## src/rtl/uart_rx.sv

```systemverilog
// 8N1 UART receiver: two-flop synchroniser, mid-bit sampling with a per-bit
// down-counter, and a one-entry valid/ready output register with error pulses.
module uart_rx #(
   parameter int CLK_DIVIDER = 200
) (
   input  logic       clk,
   input  logic       reset,
   input  logic       rxd,
   output logic [7:0] rx_data,
   output logic       rx_valid,
   input  logic       rx_ready,
   output logic       frame_error,
   output logic       overrun,
   output logic       busy
);
   localparam int CNT_W = $clog2(CLK_DIVIDER);
   localparam logic [CNT_W-1:0] HALF_RELOAD = CNT_W'(CLK_DIVIDER / 2 - 1);
   localparam logic [CNT_W-1:0] BIT_RELOAD  = CNT_W'(CLK_DIVIDER - 1);

   typedef enum logic [2:0] {IDLE, START, DATA, STOP, WAIT_HIGH} state_t;

   state_t           state;
   logic             rxd_p0;
   logic             rxs;
   logic [CNT_W-1:0] cnt;
   logic [2:0]       bit_idx;
   logic [7:0]       shift;
   logic             sample;

   // Synchroniser: rxd is asynchronous, only rxs is used downstream.
   always_ff @(posedge clk) begin
      if (reset) begin
         rxd_p0 <= 1'b1;
         rxs    <= 1'b1;
      end else begin
         rxd_p0 <= rxd;
         rxs    <= rxd_p0;
      end
   end

   assign sample = (state != IDLE) && (cnt == '0);

   // Frame FSM plus output register; busy tracks the next state so it is
   // already high in the cycle START is entered.
   always_ff @(posedge clk) begin
      if (reset) begin
         state       <= IDLE;
         rx_data     <= '0;
         rx_valid    <= 1'b0;
         frame_error <= 1'b0;
         overrun     <= 1'b0;
         busy        <= 1'b0;
      end else begin
         frame_error <= 1'b0;
         overrun     <= 1'b0;
         if (rx_valid && rx_ready) rx_valid <= 1'b0;
         if (state != IDLE) cnt <= sample ? BIT_RELOAD : cnt - 1'b1;

         case (state)
            IDLE: begin
               if (!rxs) begin
                  state <= START;
                  busy  <= 1'b1;
                  cnt   <= HALF_RELOAD;
               end
            end
            START: begin
               if (sample) begin
                  if (!rxs) begin
                     state   <= DATA;
                     bit_idx <= 3'd0;
                  end else begin
                     state <= IDLE;
                     busy  <= 1'b0;
                  end
               end
            end
            DATA: begin
               if (sample) begin
                  shift   <= {rxs, shift[7:1]};
                  bit_idx <= bit_idx + 3'd1;
                  if (bit_idx == 3'd7) state <= STOP;
               end
            end
            STOP: begin
               if (sample) begin
                  if (rxs) begin
                     state <= IDLE;
                     busy  <= 1'b0;
                     // A same-cycle consume frees the register for the new byte.
                     if (!rx_valid || rx_ready) begin
                        rx_data  <= shift;
                        rx_valid <= 1'b1;
                     end else begin
                        overrun <= 1'b1;
                     end
                  end else begin
                     frame_error <= 1'b1;
                     state       <= WAIT_HIGH;
                  end
               end
            end
            WAIT_HIGH: begin
               if (rxs) begin
                  state <= IDLE;
                  busy  <= 1'b0;
               end
            end
            default: begin
               state <= IDLE;
               busy  <= 1'b0;
            end
         endcase
      end
   end

endmodule

```

## config.mk

```make
export PLATFORM = sky130hd
export DESIGN_NAME = uart_rx
export DESIGN_NICKNAME = d
export VERILOG_FILES = /design/src/rtl/uart_rx.sv
export SDC_FILE = /design/constraint.sdc
export NUM_CORES = 1
export LEC_CHECK = 0
export ABC_AREA = 1
export CORE_MARGIN = 3
export CORE_UTILIZATION = 55
export CTS_BUF_LIST = sky130_fd_sc_hd__clkbuf_2 sky130_fd_sc_hd__clkbuf_4 sky130_fd_sc_hd__clkbuf_8
export DETAILED_ROUTE_END_ITERATION = 8
export DONT_BUFFER_PORTS = 1
export PLACE_DENSITY = 0.73
export RECOVER_POWER = 100
export SLEW_MARGIN = 20
export SYNTH_ARGS = -nofsm -noshare
export SYNTH_HDL_FRONTEND = slang
export SYNTH_SLANG_ARGS = --single-unit
```

## constraint.sdc

```tcl
create_clock -name clk -period 2.4 [get_ports clk]
set_input_delay 0.48 -clock clk [delete_from_list [all_inputs] [get_ports clk]]
set_output_delay 0.48 -clock clk [all_outputs]
set_load 0.05 [all_outputs]
```

==> summary.txt, run 1 <==
Status
  • Status: finished, final reports clean

Critical path
  • CP Buf/Inv Count: 1
  • CP Launch Type: register
  • RR Startpoint: cnt[0]$_DFFE_PN_
  • Critical Path RT: 2670 ps
  • CP max stage cell: nor2_1
  • Crit path arrival time: ~2200 ps
  • Crit-path cells: inv_1, ha_1, nand2_1, nor2_4, nand2_4, nor2_1, nand2_1, a21oi_1
  • Max FO, Critical Path: 12
  • Critical path class: reg2reg
  • CP delay by family, top: simple AND/OR/NAND/NOR gates
  • Crit path from: cnt[0]$_DFFE_PN_
  • Critical Path Sink Type: register
  • Slowest cell delay on critical path: 420 ps
  • CP most frequent cell: nand2_1

Logic synthesis
  • Area leader, netlist: edfxtp_1
  • Top cells by area, synth: edfxtp_1 34%, dfxtp_1 20%, nand2_1 6.7%
  • Share of the synthesized area in the top cell type: around 34%
  • #FFs+latches synth: 36
  • Mapped Area: 0.00167 mm^2
  • Syn Nets: between 150 and 200
  • EDFF count, synth: 19
  • Ys Warns: 0
  • Avg Inst Size Synth: between 9 and 10 um^2
  • Register area share after synthesis: 54.5%
  • Async set-reset flop share out of synthesis: 0%
  • Unique masters post-synth: 27
  • Mapped Cells: 181
  • Post-synth top flop: edfxtp_1

STA
  • Setup tns final: 0 ps
  • Tmin final: between 1500 and 2000 ps
  • Fmax achieved: between 500 and 600 MHz
  • Layout Skew: ~5.3 ps
  • Final setup vio count: 0
  • Max_slew headroom: approximately 65%
  • Hold Fails Final Rpt: 0
  • Tcrit/Tclk final: roughly four fifths
  • Max Transition Viols Final: 0
  • Crit path setup slack, layout: ~470 ps
  • Worst slew pin tran: around 530 ps
  • RSZ-0062 raised after global routing: no

Clock tree
  • Clock tree buffer depth: 2
  • CTS tree: done
  • Clock sinks: 36
  • Setup Buffers After CTS: 0
  • Clock transition at path regs: 120 ps
  • Num CTS Buffers: 5
  • Root Buffer Master: clkbuf_4
  • H-tree Lvls: 2
  • Hold-fix buffers at CTS: 0
  • Worst skew pair latency: 350 ps
  • Post-CTS sizing: 0

Hold path
  • HP Class: in2reg
  • HP Start: reset

Die
  • Initial Util: just under 60%
  • Die ar.: 0.00373 mm^2
  • CORE AREA: approximately 0.0028 mm^2
  • Io pins: 16
  • Core Rows: 19
  • Chip width: 61.1 um
  • Die height: 61.1 um

Power
  • Sw power: around 0.57 mW
  • Lkg Pwr: ~0.69 nW
  • Net Sw Frac: between 30% and 40%
  • Pwr/cell area: just over 900 mW/mm^2
  • Pint: a little under 1 mW
  • Reg power frac: between 50% and 60%
  • Peak VDD IR: 0.617 mV
  • Clock group share of total power: approximately a fifth
  • Logic pwr share: around a quarter

Global route
  • Number of global-route vias before repair: between 1000 and 1500
  • Initial antenna violation count: 0
  • GRT Residual Overflow: 0
  • Largest net degree at the start of global routing: 15
  • Gr usage total: between 10% and 20%
  • First-pass GRT wire length: 4900 um

Placed design
  • Placed instance count: 210
  • Routability cong.: 0.900
  • Placement Setup Slack: 525 ps
  • # port buffers: 0
  • HPWL Detailed: between 2000 and 2500 um

Layout
  • Area growth, synth to finish: 1.95%
  • Layout Nets: approximately 190
  • Share of layout cells above drive strength 1: between 10% and 20%
  • N_diodes: 0
  • Fin cells: ~220

Drt
  • ANT nets after route: 0
  • DRT iter0 DRCs: between 80 and 90
  • DR WL/cell: between 10 and 15 um
  • Met2 WL: 1370 um
  • First-pass DRT Iterations: 6
  • Top layer in use: met4
  • Via count: ~1200
  • WL met1: around 1400 um
  • Vias/cell: approximately 5.4
  • Metal3 WL: around 130 um
  • Detailed Route WL: 3010 um
  • Post-route DRC violation count: 0

Flow run
  • Max-Cap Viols: 0
## cells by family (layout without fill, tap and decap cells)
group	after synthesis	count (layout)	synth area share, %
AOI/OAI and AO/OA	32	32	10.0
xor gates and xnor gates	3	3	1.57
adders and majority gates	3	3	2.25
buffers and inverters	24	30	6.29
DFF	36	36	54.5
and+or+nand+nor	83	83	25.3
## registers in the layout, indices dropped and copies added (netlist names)
signal and count:
frame_error 1, rx_valid 1, shift 8, state 3, overrun 1, busy 1
bit_idx 3, cnt 8, rxs 1, rx_data 8, rxd_p0 1
## synth_stat cells, types with 4 or more instances
cell type and count:
a21oi_1 12, dfxtp_1 17, edfxtp_1 19, inv_1 17, inv_2 4, nand2_1 30, nand3_1 7, nor2_1 26
nor2_4 4, o21ai_0 8, o21ai_1 9
## metrics by stage
| stage | total power, mW | utilization (%) | hold slack, ps | area [um^2] |
|---|---|---|---|---|
| after detailed placement | 1.28 | 59.8 | 398 | 1690 |
| final | 1.56 | 60.2 | 181 | 1700 |
| after global placement | 1.27 | 59.8 | 400 | 1690 |
| after CTS | 1.61 | 61.7 | 165 | 1750 |
| after floorplan | 1.21 | - | 389 | 1670 |
| after global routing | 1.66 | 60.2 | 159 | 1700 |
## layout make-up
class                      instances  area [um^2]
clock buffer                       5         37.5
clock inverter                     3         18.8
fill                             252         1130
inverter                          21         78.8
multi-input combinational        121          611
sequential                        36          911
tap                               31         38.8
timing repair buffer               1         7.51
## layer usage
metal  global-route usage [%]  vias to the layer above
li1                         -                      605
met2                     26.0                       23
met4                     10.2                        0
met3                     6.08                        6
met5                        0                        -
met1                     24.9                      549
## power groups by stage
stage               sequential, mW  clock (mW)  combinational (mW)
floorplan                    0.814           0               0.401
global placement             0.824           0               0.442
detailed placement           0.827           0               0.449
CTS                          0.813       0.338               0.454
global route                 0.821       0.360               0.477
finish                       0.811       0.329               0.415
## cells in the final DEF (no fill, tap or decap), types with 3 or more instances in the layout
cell,count
o21ai_1,9
nand3_1,7
clkbuf_4,5
inv_1,19
nor2_1,31
ha_1,3
nand2_1,31
nand2_2,3
o21ai_0,8
nor3_1,3
edfxtp_1,19
a21oi_1,12
dfxtp_1,17
## worst paths after layout
| check | end | slack, ps | cells after the start |
|---|---|---|---|
| worst max register to register | rx_data[6]$_SDFFE_PP0P_ | 470 | 8 |
| worst min register to register | rxs$_SDFF_PP1_ | 420 | 1 |
| worst min-delay path | rx_data[0]$_SDFFE_PP0P_ | 180 | 1 |
| worst max-delay path | rx_data[6]$_SDFFE_PP0P_ | 470 | 8 |
(Power assumes the default switching activity.)
==> inputs of run 2 (changes only) <==
==> constraint.sdc (replaced) <==
create_clock -name clk -period 1.8 [get_ports clk]
set_input_delay 0.36 -clock clk [delete_from_list [all_inputs] [get_ports clk]]
set_output_delay 0.36 -clock clk [all_outputs]
set_load 0.05 [all_outputs]
==> summary.txt, run 2 (same netlist as run 1, synthesis figures left out) <==
STA
  • Max Transition Viols Final: 0
  • Layout Skew: 9.93 ps
  • Setup tns final: 0 ps
  • Fmax achieved: 584 MHz
  • Hold Fails Final Rpt: 0
  • Final setup vio count: 0
  • Worst slew pin tran: about 650 ps
  • Tmin final: between 1500 and 2000 ps
  • Max_slew headroom: 56.8%
  • Tcrit/Tclk final: a little over nine tenths

Clock tree
  • Clock tree buffer depth: 2
  • Worst skew pair latency: roughly 340 ps
  • H-tree Lvls: 2
  • Num CTS Buffers: 5
  • Clock sinks: 36
  • CTS tree: done
  • Clock transition at path regs: 110 ps
  • Root Buffer Master: clkbuf_4
  • Hold-fix buffers at CTS: 0

Layout
  • N_diodes: 0
  • Area growth, synth to finish: 9.21%
  • Filler Cell Count: roughly 240
  • Storage cell area: around 910 um^2
  • Most frequent cells in the layout: 30 x nand2_1, 27 x nor2_1, 19 x edfxtp_1
  • Most common cell after layout, fill and taps aside: nand2_1
  • Top Registers: cnt (8), rx_data (8), shift (8)
  • Layout Nets: 201
  • Area of the multi-input gates: 659 um^2
  • Fin area: about 0.0018 mm^2
  • Share of layout cells above drive strength 1: 17.4%

Global route
  • First-pass GRT wire length: between 5000 and 6000 um
  • GRT Residual Overflow: 0
  • Initial antenna violation count: 0
  • Number of global-route vias before repair: 1133
  • Gr usage total: 19.1%
  • Largest net degree at the start of global routing: 15

Critical path
  • CP Launch Type: register
  • Crit path arrival time: around 1800 ps
  • RR Startpoint: cnt[0]$_DFFE_PN_
  • Critical Path Sink Type: register
  • Critical Path RT: about 1800 ps
  • Critical path class: reg2reg
  • Max FO, Critical Path: 8
  • Crit path from: cnt[0]$_DFFE_PN_

Placed design
  • Placed Area: 0.00174 mm^2
  • Routability cong.: a little over 0.9
  • # port buffers: 0
  • HPWL Detailed: ~2200 um

Drt
  • DR WL/cell: 13.5 um
  • Detailed Route WL: between 3000 and 4000 um
  • ANT nets after route: 0
  • Via count: around 1200
  • Post-route DRC violation count: 0
  • First-pass DRT Iterations: 4
  • Vias/cell: approximately 5.5
  • DRT iter0 DRCs: 54

Hold path
  • HP Start: reset
  • HP Class: in2reg

Power
  • Peak VDD IR: roughly 0.85 mV
  • Pwr/cell area: 1250 mW/mm^2
  • Final Power: roughly 2.3 mW
  • Lkg Pwr: roughly 0.75 nW

Die
  • Io pins: 16
  • Die ar.: between 0.003 and 0.004 mm^2
  • Core Rows: 19
  • Die height: between 60 and 70 um
  • CORE AREA: between 0.002 and 0.003 mm^2
  • Initial Util: 59.0%
  • Chip width: around 61 um

Status
  • Status: finished, final reports clean

Flow run
  • Max-Cap Viols: 0
run 2: final cells by class:
type | count | area share (%)
timing repair buffer | 9 | 3.09
clock buffer | 6 | 2.47
clock inverter | 2 | 1.92
sequential | 36 | 49.9
inverter | 21 | 4.32
multi-input combinational | 121 | 36.1
tap | 31 | 2.13
run 2: stage by stage:
| step | setup slack [ps] | util, % | hold WS, ps | cells |
|---|---|---|---|---|
| after floorplan | 24.8 | - | 389 | 181 |
| after global placement | 83.0 | 61.4 | 392 | 216 |
| after detailed placement | -48.3 | 61.4 | 400 | 216 |
| after CTS | 64.2 | 64.4 | 58.1 | 224 |
| after global routing | -35.2 | 64.5 | 48.8 | 226 |
| final | 88.6 | 64.5 | 69.7 | 226 |
run 2: what timing repair did:
| item | in CTS | in global routing |
|---|---|---|
| setup endpoints to repair | 8 | 13 |
| pin swaps | 0 | 2 |
| gates resized for setup | 1 | 2 |
| buffers inserted | 0 | 2 |
run 2: path summary, 6_finish.rpt:
check,end,slack (ps),cells after the start
worst max register to register,shift[5]$_DFFE_PP_,90,8
worst max-delay path,shift[5]$_DFFE_PP_,90,8
worst min register to register,rxs$_SDFF_PP1_,420,1
worst min-delay path,rx_data[2]$_SDFFE_PP0P_,70,1
run 2: power breakdown:
group	internal (mW)	total [mW]	switching, mW
combinational	0.230	0.640	0.410
sequential	0.983	1.08	0.0994
clock	0.306	0.565	0.259
run 2: critical path, stage by stage (launching register included):
cell	delay, ps
edfxtp_1	390
inv_2	80
ha_2	190
nand2_1	100
nor2_4	150
nand2_4	80
inv_2	60
nand2_1	90
nor2_4	250
run 2: layer usage:
metal | GRT usage (%) | vias to the layer above | share of wire (%)
li1 | - | 619 | -
met1 | 22.4 | 569 | 43
met2 | 31.7 | 44 | 49
met3 | 4.40 | 7 | 5.1
met4 | 11.1 | 0 | 2.5
met5 | 0 | - | 0
==> inputs of run 3 (changes only) <==
--- a/config.mk
+++ b/config.mk
@@ -6,12 +6,15 @@
 export NUM_CORES = 1
 export LEC_CHECK = 0
 export ABC_AREA = 1
+export CAP_MARGIN = 0
+export CELL_PAD_IN_SITES_DETAIL_PLACEMENT = 0
+export CELL_PAD_IN_SITES_GLOBAL_PLACEMENT = 1
 export CORE_MARGIN = 3
-export CORE_UTILIZATION = 55
+export CORE_UTILIZATION = 50
 export CTS_BUF_LIST = sky130_fd_sc_hd__clkbuf_2 sky130_fd_sc_hd__clkbuf_4 sky130_fd_sc_hd__clkbuf_8
 export DETAILED_ROUTE_END_ITERATION = 8
 export DONT_BUFFER_PORTS = 1
-export PLACE_DENSITY = 0.73
+export PLACE_DENSITY = 0.84
 export RECOVER_POWER = 100
 export SLEW_MARGIN = 20
 export SYNTH_ARGS = -nofsm -noshare
==> summary.txt, run 3 (same netlist as run 1, synthesis figures left out) <==
Status
  • Status: finished, final reports clean

Clock tree
  • CTS tree: done
  • Hold-fix buffers at CTS: 0
  • Worst skew pair latency: between 300 and 400 ps
  • H-tree Lvls: 2
  • Root Buffer Master: clkbuf_4
  • Clock tree buffer depth: 2
  • Num CTS Buffers: 5
  • Clock sinks: 36
  • Clock transition at path regs: between 100 and 150 ps

Critical path
  • R2r setup slk: 100 ps
  • CP most frequent cell: nor2_4
  • Slowest cell delay on critical path: roughly 420 ps
  • CP max stage cell: edfxtp_1
  • Critical Path RT: 1840 ps
  • CP Buf/Inv Count: 2
  • Critical path class: reg2reg
  • Max FO, Critical Path: 8
  • Critical Path Sink Type: register
  • CP delay by family, top: simple AND/OR/NAND/NOR gates
  • Crit path arrival time: roughly 1700 ps
  • Crit-path cells: inv_1, ha_2, nand2_2, nor2_4, nand2_4, inv_2, nand2_1, nor2_4
  • CP Launch Type: register

Drt
  • DRT iter0 DRCs: 63
  • Post-route DRC violation count: 0
  • Vias/cell: approximately 5.0
  • Detailed Route WL: around 3000 um
  • DR WL/cell: between 10 and 15 um
  • Via count: between 1000 and 1500
  • First-pass DRT Iterations: 4
  • ANT nets after route: 0

Power
  • Pwr/cell area: between 1000 and 1500 mW/mm^2
  • Peak VDD IR: between 0.6 and 0.7 mV
  • Lkg Pwr: ~0.75 nW
  • Final Power: between 2 and 2.5 mW

Placed design
  • Routability cong.: 0.897
  • # port buffers: 0
  • HPWL Detailed: between 2000 and 2500 um

STA
  • Fmax achieved: approximately 590 MHz
  • Final setup vio count: 0
  • Worst slew pin tran: 665 ps
  • Max Transition Viols Final: 0
  • Tmin final: approximately 1700 ps
  • Max_slew headroom: between 50% and 60%
  • Hold Fails Final Rpt: 0
  • Setup tns final: 0 ps
  • Tcrit/Tclk final: between 90% and 100%
  • Layout Skew: 11.1 ps

Global route
  • First-pass GRT wire length: 5280 um
  • Initial antenna violation count: 0
  • Largest net degree at the start of global routing: 15
  • Gr usage total: between 15 and 20%
  • GRT Residual Overflow: 0
  • Number of global-route vias before repair: approximately 1100

Die
  • Chip width: 63.8 um
  • Initial Util: a little over half
  • Core Rows: 20
  • CORE AREA: roughly 0.0031 mm^2
  • Die ar.: 0.00407 mm^2
  • Io pins: 16
  • Die height: approximately 64 um

Hold path
  • HP Class: in2reg

Layout
  • Top Registers: cnt (8), rx_data (8), shift (8)
  • Area growth, synth to finish: 9.66%
  • N_diodes: 0
  • Layout Nets: 200
  • Most common cell after layout, fill and taps aside: nand2_1
  • Share of layout cells above drive strength 1: between 15 and 20%
  • Most frequent cells in the layout: 29 x nand2_1, 28 x nor2_1, 19 x edfxtp_1

Flow run
  • Max-Cap Viols: 0
-- run 3: cell count changes in the layout (fill, tap and decap cells not counted), sizes merged --
cell | before | now
clkbuf | 9 | 8
clkinv | 1 | 2
inv | 21 | 20
-- run 3: worst register-to-register path: stages (launching register included) --
cell and delay, ps:
edfxtp_1 420, inv_1 80, ha_2 180, nand2_2 90, nor2_4 150, nand2_4 90
inv_2 60, nand2_1 90, nor2_4 240
-- run 3: worst paths after layout --
| kind | start | endpoint | cells past startpoint |
|---|---|---|---|
| worst max-delay path | cnt[1]$_DFFE_PN_ | shift[4]$_DFFE_PP_ | 8 |
| worst min-delay path | reset | rx_data[4]$_SDFFE_PP0P_ | 1 |
| worst max register to register | cnt[1]$_DFFE_PN_ | shift[4]$_DFFE_PP_ | 8 |
| worst min register to register | rxd_p0$_SDFF_PP1_ | rxs$_SDFF_PP1_ | 1 |
-- run 3: repair_timing --
item,in CTS,in global routing
cloned,0,0
pin swaps,0,2
setup buffers,0,1
resized for setup,1,4
endpoints found under the setup margin,8,19
-- run 3: cell type report --
cell class | instances | area, um^2
fillers | 300 | 1300
flip-flops and latches | 36 | 911
multi-input cells | 121 | 654
inverters | 21 | 78.8
well taps | 44 | 55.1
repair buffers | 8 | 52.6
clock buffers | 6 | 45.0
clock inverters | 2 | 35.0
-- run 3: metal layers --
| layer | up-vias | global-route usage [%] | share of wire, % |
|---|---|---|---|
| met1 | 529 | 22.1 | 45 |
| li1 | 622 | - | - |
| met5 | - | 0 | 0 |
| met2 | 30 | 25.7 | 48 |
| met3 | 4 | 5.45 | 5.4 |
| met4 | 0 | 7.28 | 0.95 |
-- run 3: per-stage QoR --
stage | util [%] | setup slack [ps] | cells | instance area [um^2] | hold WS [ps]
6_report | 58.6 | 96.1 | 238 | 1830 | 67.9
5_1_grt | 58.6 | -10.5 | 238 | 1830 | 49.6
4_1_cts | 58.8 | 36.9 | 237 | 1840 | 53.9
3_5_place_dp | 56.1 | -51.3 | 229 | 1750 | 400
3_3_place_gp | 56.1 | 71.9 | 229 | 1750 | 391
2_1_floorplan | - | 24.8 | 181 | 1670 | 389
-- run 3: report_power, final --
group,internal [mW],switching (mW)
combinational,0.225,0.398
clock,0.306,0.273
sequential,0.983,0.0976
total,1.51,0.768
